File: config.mk
export PLATFORM = sky130hd
export DESIGN_NAME = branch_predictor
export DESIGN_NICKNAME = d
export VERILOG_FILES = /design/src/rtl/branch_predictor_pkg.sv /design/src/rtl/branch_predictor_sat_counter2.sv /design/src/rtl/branch_predictor.sv
export SDC_FILE = /design/constraint.sdc
export NUM_CORES = 1
export LEC_CHECK = 0
export ABC_AREA = 1
export CORE_ASPECT_RATIO = 1.1
export CORE_MARGIN = 4
export CORE_UTILIZATION = 45
export CTS_CLUSTER_SIZE = 16
export DETAILED_ROUTE_END_ITERATION = 12
export GPL_TIMING_DRIVEN = 1
export HOLD_SLACK_MARGIN = 0.02
export PLACE_DENSITY_LB_ADDON = 0.3
export SYNTH_ARGS = -nofsm -noshare
export SYNTH_HDL_FRONTEND = slang
export SYNTH_SLANG_ARGS = --single-unit
File: constraint.sdc
create_clock -name CLK -period 4 [get_ports CLK]
set_clock_uncertainty 0.05 [all_clocks]
set_input_delay 0.8 -clock CLK [delete_from_list [all_inputs] [get_ports CLK]]
set_output_delay 0.8 -clock CLK [all_outputs]
set_load 0.01 [all_outputs]
File: src/rtl/branch_predictor_pkg.sv
// Shared CPU constants for the branch predictor: PC width, 2-bit counter
// encodings and the statistics saturation value.
package branch_predictor_pkg;

  localparam int PC_W = 16;

  localparam logic [1:0] SNT = 2'b00;
  localparam logic [1:0] WNT = 2'b01;
  localparam logic [1:0] WT  = 2'b10;
  localparam logic [1:0] ST  = 2'b11;

  localparam logic [PC_W-1:0] STAT_MAX = 16'hFFFF;

endpackage

File: src/rtl/branch_predictor_sat_counter2.sv
// Combinational next-state of a 2-bit saturating branch counter.
module sat_counter2
  import branch_predictor_pkg::*;
(
  input  logic [1:0] cnt_i,
  input  logic       taken_i,
  output logic [1:0] cnt_o
);

  always_comb begin
    cnt_o = cnt_i;
    if (taken_i) begin
      if (cnt_i != ST) cnt_o = cnt_i + 2'd1;
    end else begin
      if (cnt_i != SNT) cnt_o = cnt_i - 2'd1;
    end
  end

endmodule

File: src/rtl/branch_predictor.sv
// Direct-mapped 2-bit-counter branch predictor with tags and targets;
// combinational lookup on the fetch PC, training from ID-stage verdicts.
module branch_predictor
  import branch_predictor_pkg::*;
#(
  parameter int IDX_W = 4
) (
  input  logic            CLK,
  input  logic            RST,
  input  logic [PC_W-1:0] pc_i,
  output logic            prediction_o,
  output logic [PC_W-1:0] predtarget_o,
  output logic            hit_o,
  input  logic [PC_W-1:0] upd_pc_i,
  input  logic [PC_W-1:0] upd_target_i,
  input  logic            ifbranch_i,
  input  logic            prewrong_i,
  input  logic            precorrc_i,
  output logic [PC_W-1:0] stat_total_o,
  output logic [PC_W-1:0] stat_wrong_o
);

  localparam int ENTRIES = 1 << IDX_W;
  localparam int TAG_W   = PC_W - IDX_W;

  logic              valid_q  [ENTRIES];
  logic [TAG_W-1:0]  tag_q    [ENTRIES];
  logic [1:0]        cnt_q    [ENTRIES];
  logic [PC_W-1:0]   target_q [ENTRIES];
  logic [PC_W-1:0]   total_q, total_d;
  logic [PC_W-1:0]   wrong_q, wrong_d;

  logic [IDX_W-1:0]  lk_idx;
  logic [TAG_W-1:0]  lk_tag;

  logic              upd_en;
  logic              upd_hit;
  logic [IDX_W-1:0]  upd_idx;
  logic [TAG_W-1:0]  upd_tag;
  logic [1:0]        cnt_sat;
  logic [1:0]        cnt_d;
  logic [PC_W-1:0]   target_d;

  // Lookup sees registered contents only, so a same-cycle update is not bypassed.
  always_comb begin
    lk_idx       = pc_i[IDX_W-1:0];
    lk_tag       = pc_i[PC_W-1:IDX_W];
    hit_o        = valid_q[lk_idx] && (tag_q[lk_idx] == lk_tag);
    prediction_o = hit_o && cnt_q[lk_idx][1];
    predtarget_o = prediction_o ? target_q[lk_idx] : '0;
  end

  sat_counter2 u_sat (
    .cnt_i   (cnt_q[upd_idx]),
    .taken_i (ifbranch_i),
    .cnt_o   (cnt_sat)
  );

  // Both verdicts high is treated as a misprediction: it trains and counts as wrong.
  always_comb begin
    upd_en   = prewrong_i || precorrc_i;
    upd_idx  = upd_pc_i[IDX_W-1:0];
    upd_tag  = upd_pc_i[PC_W-1:IDX_W];
    upd_hit  = valid_q[upd_idx] && (tag_q[upd_idx] == upd_tag);
    cnt_d    = upd_hit ? cnt_sat : (ifbranch_i ? WT : WNT);
    target_d = (!upd_hit || ifbranch_i) ? upd_target_i : target_q[upd_idx];
    total_d  = total_q;
    wrong_d  = wrong_q;
    if (upd_en && (total_q != STAT_MAX)) total_d = total_q + 16'd1;
    if (prewrong_i && (wrong_q != STAT_MAX)) wrong_d = wrong_q + 16'd1;
  end

  always_ff @(posedge CLK) begin
    if (RST) begin
      for (int i = 0; i < ENTRIES; i++) begin
        valid_q[i]  <= 1'b0;
        tag_q[i]    <= '0;
        cnt_q[i]    <= WNT;
        target_q[i] <= '0;
      end
      total_q <= '0;
      wrong_q <= '0;
    end else begin
      if (upd_en) begin
        valid_q[upd_idx]  <= 1'b1;
        tag_q[upd_idx]    <= upd_tag;
        cnt_q[upd_idx]    <= cnt_d;
        target_q[upd_idx] <= target_d;
      end
      total_q <= total_d;
      wrong_q <= wrong_d;
    end
  end

  assign stat_total_o = total_q;
  assign stat_wrong_o = wrong_q;

endmodule

# After elaboration in Yosys (flattened, before gate mapping)
# Memory sizes are Yosys's and may differ from the RTL's.
# Index checks and enable logic that the tools add are counted.
# word_totals
ramBits	496
word_cells	54
regBits	32
inputBits	53
mem_count	4
# mem_list
name	depth	word_bits	rd	rd_ports_with_merged_regs	wr	line_no	rtl
target_q	16	16	1	0	16	branch_predictor.sv:29	logic [PC_W-1:0] target_q [ENTRIES];
tag_q	16	12	2	0	16	branch_predictor.sv:27	logic [TAG_W-1:0] tag_q [ENTRIES];
cnt_q	16	2	2	0	16	branch_predictor.sv:28	logic [1:0] cnt_q [ENTRIES];
valid_q	16	1	2	0	16	branch_predictor.sv:26	logic valid_q [ENTRIES];
# classes
n_addsub	4
reduce_logical	14
n_eq_ne	6
n_mux	24
# op_table
cell	n
16-bit 2-to-1 mux	3
16-bit by 1-bit adder with 16-bit output, second input constant	2
16-bit inequality test, second input constant	2
12-bit equality test	2
4-bit 2-to-1 mux	4
16-bit OR reduction	1
12-bit 2-to-1 mux	1
2-bit 2-to-1 mux	6
12-bit OR reduction	1
1-bit 2-to-1 mux	10
1-bit logical AND	5
2-bit by 1-bit adder with 2-bit output, second input constant	1
1-bit logical OR	2
2-bit inequality test, second input constant	1
2-bit AND reduction	1
2-bit nonzero test	1
2-bit OR reduction	1
2-bit by 1-bit subtractor with 2-bit output, second input constant	1
1-bit zero test	1
1-bit inequality test, second input constant	1
1-bit OR reduction	1

# Longest topological paths before layout
# Gate-level depths: netlist (run 1).
# An unclocked memory read counts as a cell.
# depth
ltp_word	9
mapped_depth	21

# Cells and area by module
# A second synthesis (run 1) with hierarchy kept.
# hier_totals
hier_cells	2977
hier_area_um2	26490.4
# modules_own_cells
module	area_per_inst_um2	cells_each	n_inst	seq_area_each_um2
branch_predictor	26465.4	2971	1	15374.7
sat_counter2	25.0	6	1	0.0

# Worst setup path after synthesis (run 1)
# Ideal clock, no wire load.
# synth_path
kind	input to output
from	input port pc_i[0]
to	output port predtarget_o[10]
path_stages	12
n_path_buf	5
path_slack_ps	453
t_arrival_ps	2697
path_cell_list	buf_2 inv_1 buf_2 clkbuf_1 buf_2 nand2_1 a221oi_1 o21ai_0 nand2_1 nand3_1 buf_2 nor2_1
# synth_via
elab_chain_len	5
word_cells_on_any_way	8
cone_classes	1 x eq/ne; 1 x mux; 2 x reduce/logical; 4 x memory
# synth_lines
item	line_no	rtl
start, declared	branch_predictor.sv:10	input logic [PC_W-1:0] pc_i,
memory 16 x 12 bit	n/a	
12-bit equality test	branch_predictor.sv:48	hit_o = valid_q[lk_idx] && (tag_q[lk_idx] == lk_tag);
1-bit logical AND	branch_predictor.sv:48	
1-bit logical AND	branch_predictor.sv:49	prediction_o = hit_o && cnt_q[lk_idx][1];
16-bit 2-to-1 mux (*)	branch_predictor.sv:50	predtarget_o = prediction_o ? target_q[lk_idx] : '0;
end, declared	branch_predictor.sv:12	output logic [PC_W-1:0] predtarget_o,
# Every way passes the cells marked *; elsewhere a longest branch is shown, timed or not.

# Final worst setup path (run 1)
# layout_path
from	input port pc_i[2]
to	output port prediction_o
# layout_via
elab_chain_len	4
word_cells_on_any_way	6
cone_classes	1 x eq/ne; 2 x reduce/logical; 3 x memory
# layout_lines
item	line_no	rtl
memory 16 x 12 bit	n/a	
12-bit equality test	branch_predictor.sv:48	
1-bit logical AND	branch_predictor.sv:48	
1-bit logical AND (*)	branch_predictor.sv:49	
end, declared	branch_predictor.sv:11	output logic prediction_o,
# Marks and branches as above.

==> key figures, run 1 <==
Status
  – Status: complete, no violations

Die
  – Die X: 239.2 um
  – Initial Util: approximately 46%
  – FP Rows: just over 90
  – Height of the die: 262.3 um
  – Full die area: approximately 63000 um^2
  – # IOs: 103
  – Core Area: a little under 60000 um^2

Critical path
  – Worst setup path start: pc_i[2]
  – CP Depth: 14
  – Crit path DAT: 3.06 ns
  – RR Endpoint: target_q[4][5]
  – Critical path class: input pin to output port
  – Crit path required time: 3.15 ns
  – Register-to-Register Setup Slack: slightly below 1 ns
  – CP endpoint kind: output port
  – Critical path peak fanout: 25
  – Worst path cell trace: buf_2 -> buf_4 -> buf_4 -> nand3_1 -> nand3_1 -> nand2_1 -> o21ai_0 -> inv_1 -> nand3_1 -> nor2_2 -> nand3_2 -> buf_8 -> inv_1 -> dlygate4sd2_1
  – Reg2reg path depth: 15
  – Crit-path max cell delay: 0.51 ns
  – Critical Path Start Type: input pin
  – Worst path top cell family by delay: buffers and inverters
  – Crit-path slowest cell: buf_4
  – Worst path bufs/invs: 7
  – CP endpoint: prediction_o
  – Worst path most repeated cell: nand3_1
  – R2r startpoint: valid_q[12]

Detailed routing
  – DRT iter0 DRCs: 2736
  – WL final: 85.56 mm
  – Via Count: 22991
  – First-pass DRT Iterations: 6
  – Post-route ant nets: 0
  – Routed WL per cell: around 21 um
  – Post-route DRC violation count: 0
  – Vias/cell: 5.754

STA
  – Final Max Tran Viols: 0
  – Slew margin rel.: 46.73%
  – RSZ-0062 raised after global routing: false
  – Max Fclk: 255.8 MHz
  – Min Tclk post-route: just under 4 ns
  – Worst Tran Pin Value: 0.7971 ns
  – Period utilization: between 90% and 100%
  – Hold Fails Final Rpt: 0
  – Setup TNS: 0 ns
  – Setup violators final: 0

Global route
  – Largest net degree at the start of global routing: 93
  – First-pass GRT wire length: 130.2 mm
  – Met1 Resource Use GR: 34.59%
  – Tot GR Track Use: 26.61%
  – GR peak layer: met2
  – Met2 GRT Util: 44.86%
  – Initial antenna violation count: 1
  – Total gr overflow: 0
  – M3 GR Usage: 4.674%
  – Number of global-route vias before repair: approximately 22000

Place
  – Area post-placement: 29590 um^2
  – Placed cells: 3888
  – # port buffers: roughly 100
  – Final weighted congestion in routability-driven placement: between 0.9 and 1
  – Hpwl dp: about 56 mm

Clock tree
  – Hold_buf cts: 0
  – Reg clk slew, reported paths: 0.06 ns
  – Root buffer cell: clkbuf_16
  – Clk_lat worst skew: 0.64 ns
  – CTS max path bufs: 3
  – Postcts setup bufs: 0
  – CTS buffer count: 56
  – CTS tree: done
  – H-tree depth: 2
  – Sink Count: 528

Cells and area
  – Share of layout cells above drive strength 1: between 10% and 20%
  – Fin nets: 3251
  – Diodes inserted: 0
  – Final Instance Area: ~32000 um^2
  – Fill count: 5073
  – Cell Count, Final, Fillers Out: 3996
  – Area grow syn2layout: 19.37%

Synth
  – Synth area leaders: edfxtp_1 (54%), nand2_1 (11%), nor2_1 (8.5%), a21oi_1 (3.9%), dfxtp_1 (3.6%)
  – Syn Std Cell Area: 26450 um^2
  – Avg Cell Area, Syn: ~9 um^2
  – Syn Nets: 3065
  – Dominant cell type by area after synthesis: edfxtp_1
  – Cell variety after synth: 41
  – Post-Syn Instances: 3010
  – Yosys top cell area share: 54.49%
  – Post-synthesis sequential area ratio: 58.12%
  – Ys Warns: 0
  – Flop and latch count out of synthesis: 528

Run
  – Max-cap violations: 0

Worst hold path
  – HP Class: flip-flop to flip-flop

Power
  – Cell area power density: 423.7 nW/um^2
  – VDD IR max: ~0.35 mV
  – P_leak: between 0.01 and 0.015 uW
## worst min-delay path by stage
stage                                start                to  slack (ns)  cells past startpoint
after floorplan                valid_q[11]       valid_q[11]        0.39                      2
after global routing            valid_q[7]        valid_q[7]        0.46                      2
after CTS                       valid_q[7]        valid_q[7]        0.42                      2
after detailed placement        valid_q[7]        valid_q[7]        0.41                      2
after global placement    stat_total_o[15]  stat_total_o[15]        0.40                      2
final                           valid_q[7]        valid_q[7]        0.43                      2
## metal layers
metal  vias to the layer above  wire [um]
met1                     10940      32590
met4                         2       3198
met3                       216       8488
met5                         -         12
met2                      1323      41270
li1                      10510          -
## worst register-to-register path: cells and delay by family (launching register included)
kind                   cells  cell delay [ns]
AOI/OAI and AO/OA          2             0.55
and+or+nand+nor           10             1.38
buffers and inverters      3             0.47
DFF                        1             0.34
## stage by stage
step	total power (uW)	util [%]	setup slack, ns	hold WS [ns]
after floorplan	7385	-	0.4531	0.3914
after global placement	8041	51.21	-0.3264	0.3983
after detailed placement	8072	51.21	-0.3537	0.4107
after CTS	13410	54.69	0.008377	0.4220
after global routing	13830	54.64	0.006317	0.4555
final	13380	54.64	0.09048	0.4281
## final cells by class
class                   count  area (um^2)  share of cell area, %
clock buffers              66         1491                  4.724
clock inverters            40        387.9                  1.228
inverters                 193        750.7                  2.378
multi-input cells        2083         9395                  29.76
flip-flops and latches    528        15370                  48.69
well taps                 752        940.9                  2.980
repair buffers            334         3233                  10.24
## flip-flops by register name (all words and copies together) (netlist names)
signal	count
target_q	256
tag_q	192
cnt_q	32
stat_total_o	16
stat_wrong_o	16
valid_q	16
## power by group
| group | switching, uW | internal [uW] | total (uW) | leakage (uW) |
|---|---|---|---|---|
| Sequential | 118 | 6330 | 6440 | 0.00498 |
| Clock | 2290 | 3070 | 5360 | 0.000918 |
| Combinational | 1040 | 535 | 1570 | 0.00674 |
| Total | 3450 | 9930 | 13400 | 0.0126 |
## repair_timing
| item | in CTS | in global routing |
|---|---|---|
| gates cloned | 2 | 0 |
| resized for setup | 41 | 32 |
| pin swaps | 3 | 1 |
| setup endpoints to repair | 18 | 18 |
## cell families (layout without fill, tap and decap cells)
family          Yosys count  in the layout  share of synthesized area (%)
fa+ha+maj                 2              2                        0.09459
buf+inv                 399            633                          6.457
flops                   528            528                          58.12
xor+xnor                  3              3                        0.09935
compound gates          568            568                          12.49
simple gates           1510           1510                          22.74
## layout by cell type, fill, tap and decap left out, types with 4 or more instances in the layout
cell             synthesis  final
nand2_1                772    771
nor2_1                 599    598
edfxtp_1               480    480
a21oi_1                204    204
buf_4                    8    189
o21ai_0                179    175
inv_1                  177    173
nand3_1                 98     96
clkdlybuf4s50_1          0     79
clkbuf_16                0     58
a221oi_1                54     53
o211ai_1                52     52
dfxtp_1                 48     48
buf_12                   1     35
o21ai_1                 28     31
clkinv_1                14     29
o31ai_1                 16     16
a22oi_1                 16     16
clkbuf_2                 0     11
nor3_1                   9      9
a32oi_1                  7      7
nand2_8                  7      7
clkbuf_1               107      7
buf_6                   13      7
bufinv_16                0      6
clkinv_2                 0      6
clkdlybuf4s15_1          0      5
inv_4                    0      4
inv_2                    2      4
nand3b_1                 4      4
nor2_2                   3      4
nand2_4                  4      4
o22ai_1                  4      4
clkinv_4                 0      4
## Yosys cell counts (all sizes together)
cell type / instances
nand2: 785
nor2: 602
edfxtp: 480
o21ai: 207
a21oi: 204
inv: 179
clkbuf: 107
buf: 99
nand3: 99
a221oi: 54
o211ai: 52
dfxtp: 48
a22oi: 16
o31ai: 16
clkinv: 14
nor3: 9
a32oi: 7
and2: 4
nand3b: 4
o22ai: 4
a31oi: 3
nand4: 3
xor2: 3
a211oi: 2
ha: 2
nor4: 2
o21a: 2
or2: 2
a21o: 1
Power figures use the tool's default switching activity.
==> run 2: changes to the inputs <==
--- a/config.mk
+++ b/config.mk
@@ -16,4 +16,5 @@
 export PLACE_DENSITY_LB_ADDON = 0.3
 export SYNTH_ARGS = -nofsm -noshare
 export SYNTH_HDL_FRONTEND = slang
+export SYNTH_HIERARCHICAL = 1
 export SYNTH_SLANG_ARGS = --single-unit
==> key figures, run 2 <==
Global route
  – Total gr overflow: 0
  – Initial antenna violation count: 0
  – Number of global-route vias before repair: 22451
  – Largest net degree at the start of global routing: a little over 100
  – Tot GR Track Use: 26.41%
  – First-pass GRT wire length: 129.1 mm

STA
  – RSZ-0062 raised after global routing: true
  – Final Max Tran Viols: 0
  – Hold Fails Final Rpt: 0
  – Final WS setup: 0.01859 ns
  – Setup violators final: 0
  – Setup TNS: 0 ns
  – Max Fclk: 251.2 MHz
  – Worst Tran Pin Value: 0.7996 ns
  – Period utilization: 99.54%
  – Min Tclk post-route: 3.981 ns
  – Slew margin rel.: 46.63%

Synth
  – Post-Syn Instances: 2977
  – Syn Nets: just over 3000
  – Post-synthesis sequential area ratio: 58.04%
  – Adder and majority gate portion of the synthesized area: less than 1%
  – Yosys top cell area share: 54.41%
  – Most used flip-flop cell after synthesis: edfxtp_1
  – Async S/R FF share, synth: 0%
  – Ys Warns: 6
  – Synth Area in Simple Gates: 23.41%
  – Post-synthesis mux area share: 0%
  – Synth area leaders: edfxtp_1 (54%), nand2_1 (11%), nor2_1 (8.0%), a21oi_1 (4.0%), dfxtp_1 (3.6%)
  – Avg Cell Area, Syn: 8.898 um^2
  – Most frequent cell after synthesis: nand2_1
  – Synth cell count leaders: nand2_1 (759), nor2_1 (562), edfxtp_1 (480)
  – Syn Std Cell Area: 26490 um^2
  – Flop and latch count out of synthesis: 528
  – Dominant cell type by area after synthesis: edfxtp_1
  – Cell variety after synth: 43
  – Post-synth EDFFs: 480
  – Post-synthesis xor/xnor area fraction: 0.06613%
  – Main combinational cell family by area after synthesis: simple AND/OR/NAND/NOR gates
  – Compound-Gate Fraction of Synth Area: 12.00%

Cells and area
  – Share of layout cells above drive strength 1: 12.37%
  – Fin nets: 3183
  – Max reg flops: 256
  – Cell Count, Final, Fillers Out: a little under 4000
  – Leading cell type in the layout, fill and taps excluded: nand2_1
  – Biggest register: target_q
  – Diodes inserted: 0
  – Most frequent cells in the layout: nand2_1 (759), nor2_1 (561), edfxtp_1 (480), a21oi_1 (207), inv_1 (160)
  – Regs by FF count: target_q (256), tag_q (192), cnt_q (32)
  – Area grow syn2layout: 19.39%

Critical path
  – Crit path DAT: 3.13 ns
  – Worst path most repeated cell: buf_6
  – Register-to-Register Setup Slack: around 0.98 ns
  – Crit path required time: about 3.2 ns
  – R2r startpoint: valid_q[0]
  – Critical Path Start Type: input pin
  – Crit-path max cell delay: around 0.34 ns
  – RR Endpoint: target_q[4][14]
  – CP endpoint kind: output port
  – Worst setup path start: pc_i[1]
  – Crit-path slowest cell: buf_6
  – Critical path peak fanout: 33
  – Worst path top cell family by delay: buffers and inverters
  – Worst path cell trace: buf_6 -> buf_12 -> buf_6 -> nand3_1 -> nand3_1 -> nand2_1 -> a31oi_1 -> a31o_2 -> inv_1 -> nand3_4 -> buf_12 -> buf_6 -> nor2_1 -> clkdlybuf4s15_2
  – Worst path bufs/invs: 7
  – CP endpoint: predtarget_o[0]
  – CP Depth: 14
  – Critical path class: input pin to output port
  – Reg2reg path depth: 16

Detailed routing
  – Via Count: 22808
  – WL final: 85.63 mm
  – First-pass DRT Iterations: 6
  – Routed WL per cell: around 22 um
  – DRT iter0 DRCs: 2548
  – Post-route DRC violation count: 0
  – Vias/cell: 5.795
  – Post-route ant nets: 0

Die
  – Height of the die: 262.5 um
  – # IOs: 103
  – Full die area: 62820 um^2
  – FP Rows: 93
  – Core Area: 58410 um^2
  – Die X: about 240 um
  – Initial Util: 45.35%

Place
  – Hpwl dp: 55.91 mm
  – Placed cells: 3822
  – Final weighted congestion in routability-driven placement: 0.9389
  – Pre-CTS setup slack: -0.3115 ns
  – # port buffers: 102

Worst hold path
  – HP Class: flip-flop to flip-flop

Clock tree
  – H-tree depth: 2
  – Clk_lat worst skew: about 0.63 ns
  – CTS max path bufs: 3
  – Reg clk slew, reported paths: 0.06 ns
  – Root buffer cell: clkbuf_16
  – CTS tree: done
  – CTS buffer count: 56
  – Sink Count: between 500 and 600

Power
  – VDD IR max: 0.3158 mV
  – P_leak: 0.01254 uW
  – Cell area power density: about 420 nW/um^2

Run
  – Max-cap violations: 0

Status
  – Status: complete, no violations
run 2: cell count changes after synthesis, sizes merged, moves of 7 or more:
cell | previous run | this run
a21oi | 204 | 211
a221oi | 54 | 62
buf | 99 | 74
clkbuf | 107 | 135
inv | 179 | 166
nand3 | 99 | 89
nor2 | 602 | 611
nor3 | 9 | 21
o21ai | 207 | 173
run 2: per-layer routing:
| metal | up-vias | routed length, um | track usage, % |
|---|---|---|---|
| li1 | 10334 | - | - |
| met1 | 10859 | 31680 | 33.47 |
| met2 | 1316 | 41620 | 44.43 |
| met3 | 299 | 7811 | 3.747 |
| met4 | 0 | 4517 | 13.04 |
| met5 | - | 0 | 0 |
run 2: worst reg2reg max path: cells and delay by family, from the launching register on:
family,cells,cell delay [ns]
simple gates,10,1.37
flops,1,0.33
buf+inv,4,0.67
compound gates,2,0.33
run 2: how the worst min path moves through the flow:
stage | start | to | cells past startpoint
floorplan | valid_q[3] | valid_q[3] | 2
global placement | stat_wrong_o[15] | stat_wrong_o[15] | 2
detailed placement | valid_q[3] | valid_q[3] | 2
CTS | stat_wrong_o[15] | stat_wrong_o[15] | 2
global route | stat_wrong_o[15] | stat_wrong_o[15] | 2
finish | stat_wrong_o[15] | stat_wrong_o[15] | 2
run 2: per-stage QoR:
stage / instance area [um^2] / util [%] / hold slack (ns) / power [uW]
final: 31630 / 54.14 / 0.4185 / 13300
after global routing: 31630 / 54.14 / 0.4378 / 13740
after detailed placement: 29570 / 50.62 / 0.4129 / 8030
after floorplan: 26490 / - / 0.3914 / 7372
after CTS: 31520 / 53.95 / 0.4260 / 13310
after global placement: 29570 / 50.62 / 0.4067 / 7996
run 2: logic make-up (layout without fill, tap and decap cells):
logic type / Yosys count / after routing
xor gates and xnor gates: 2 / 2
adders and majority gates: 2 / 2
buffers and inverters: 386 / 585
AOI/OAI and AO/OA: 541 / 541
and+or+nand+nor: 1518 / 1518
DFF: 528 / 528
run 2: repair_timing:
| action | CTS | global route |
|---|---|---|
| hold buffers | 0 | 0 |
| cloned | 1 | 4 |
| pin swaps | 2 | 11 |
| setup endpoints to repair | 17 | 18 |
| setup buffers | 2 | 1 |
| resized for setup | 40 | 41 |
run 2: final cells by class:
| cell class | instances | area (um^2) |
|---|---|---|
| Tap cell | 760 | 950.9 |
| Clock inverter | 42 | 427.9 |
| Inverter | 177 | 703.2 |
| Timing Repair inverter | 2 | 20.02 |
| Sequential cell | 528 | 15370 |
| Fill cell | 5136 | 26790 |
| Multi-Input combinational cell | 2063 | 9480 |
| Clock buffer | 64 | 1431 |
| Timing Repair Buffer | 300 | 3239 |
run 2: power by group:
part           switching (uW)  leakage [uW]  total, uW  internal (uW)
combinational            1020       0.00665       1530            513
sequential                125       0.00498       6450           6330
clock                    2230      0.000906       5320           3090
total                    3370        0.0125      13300           9930
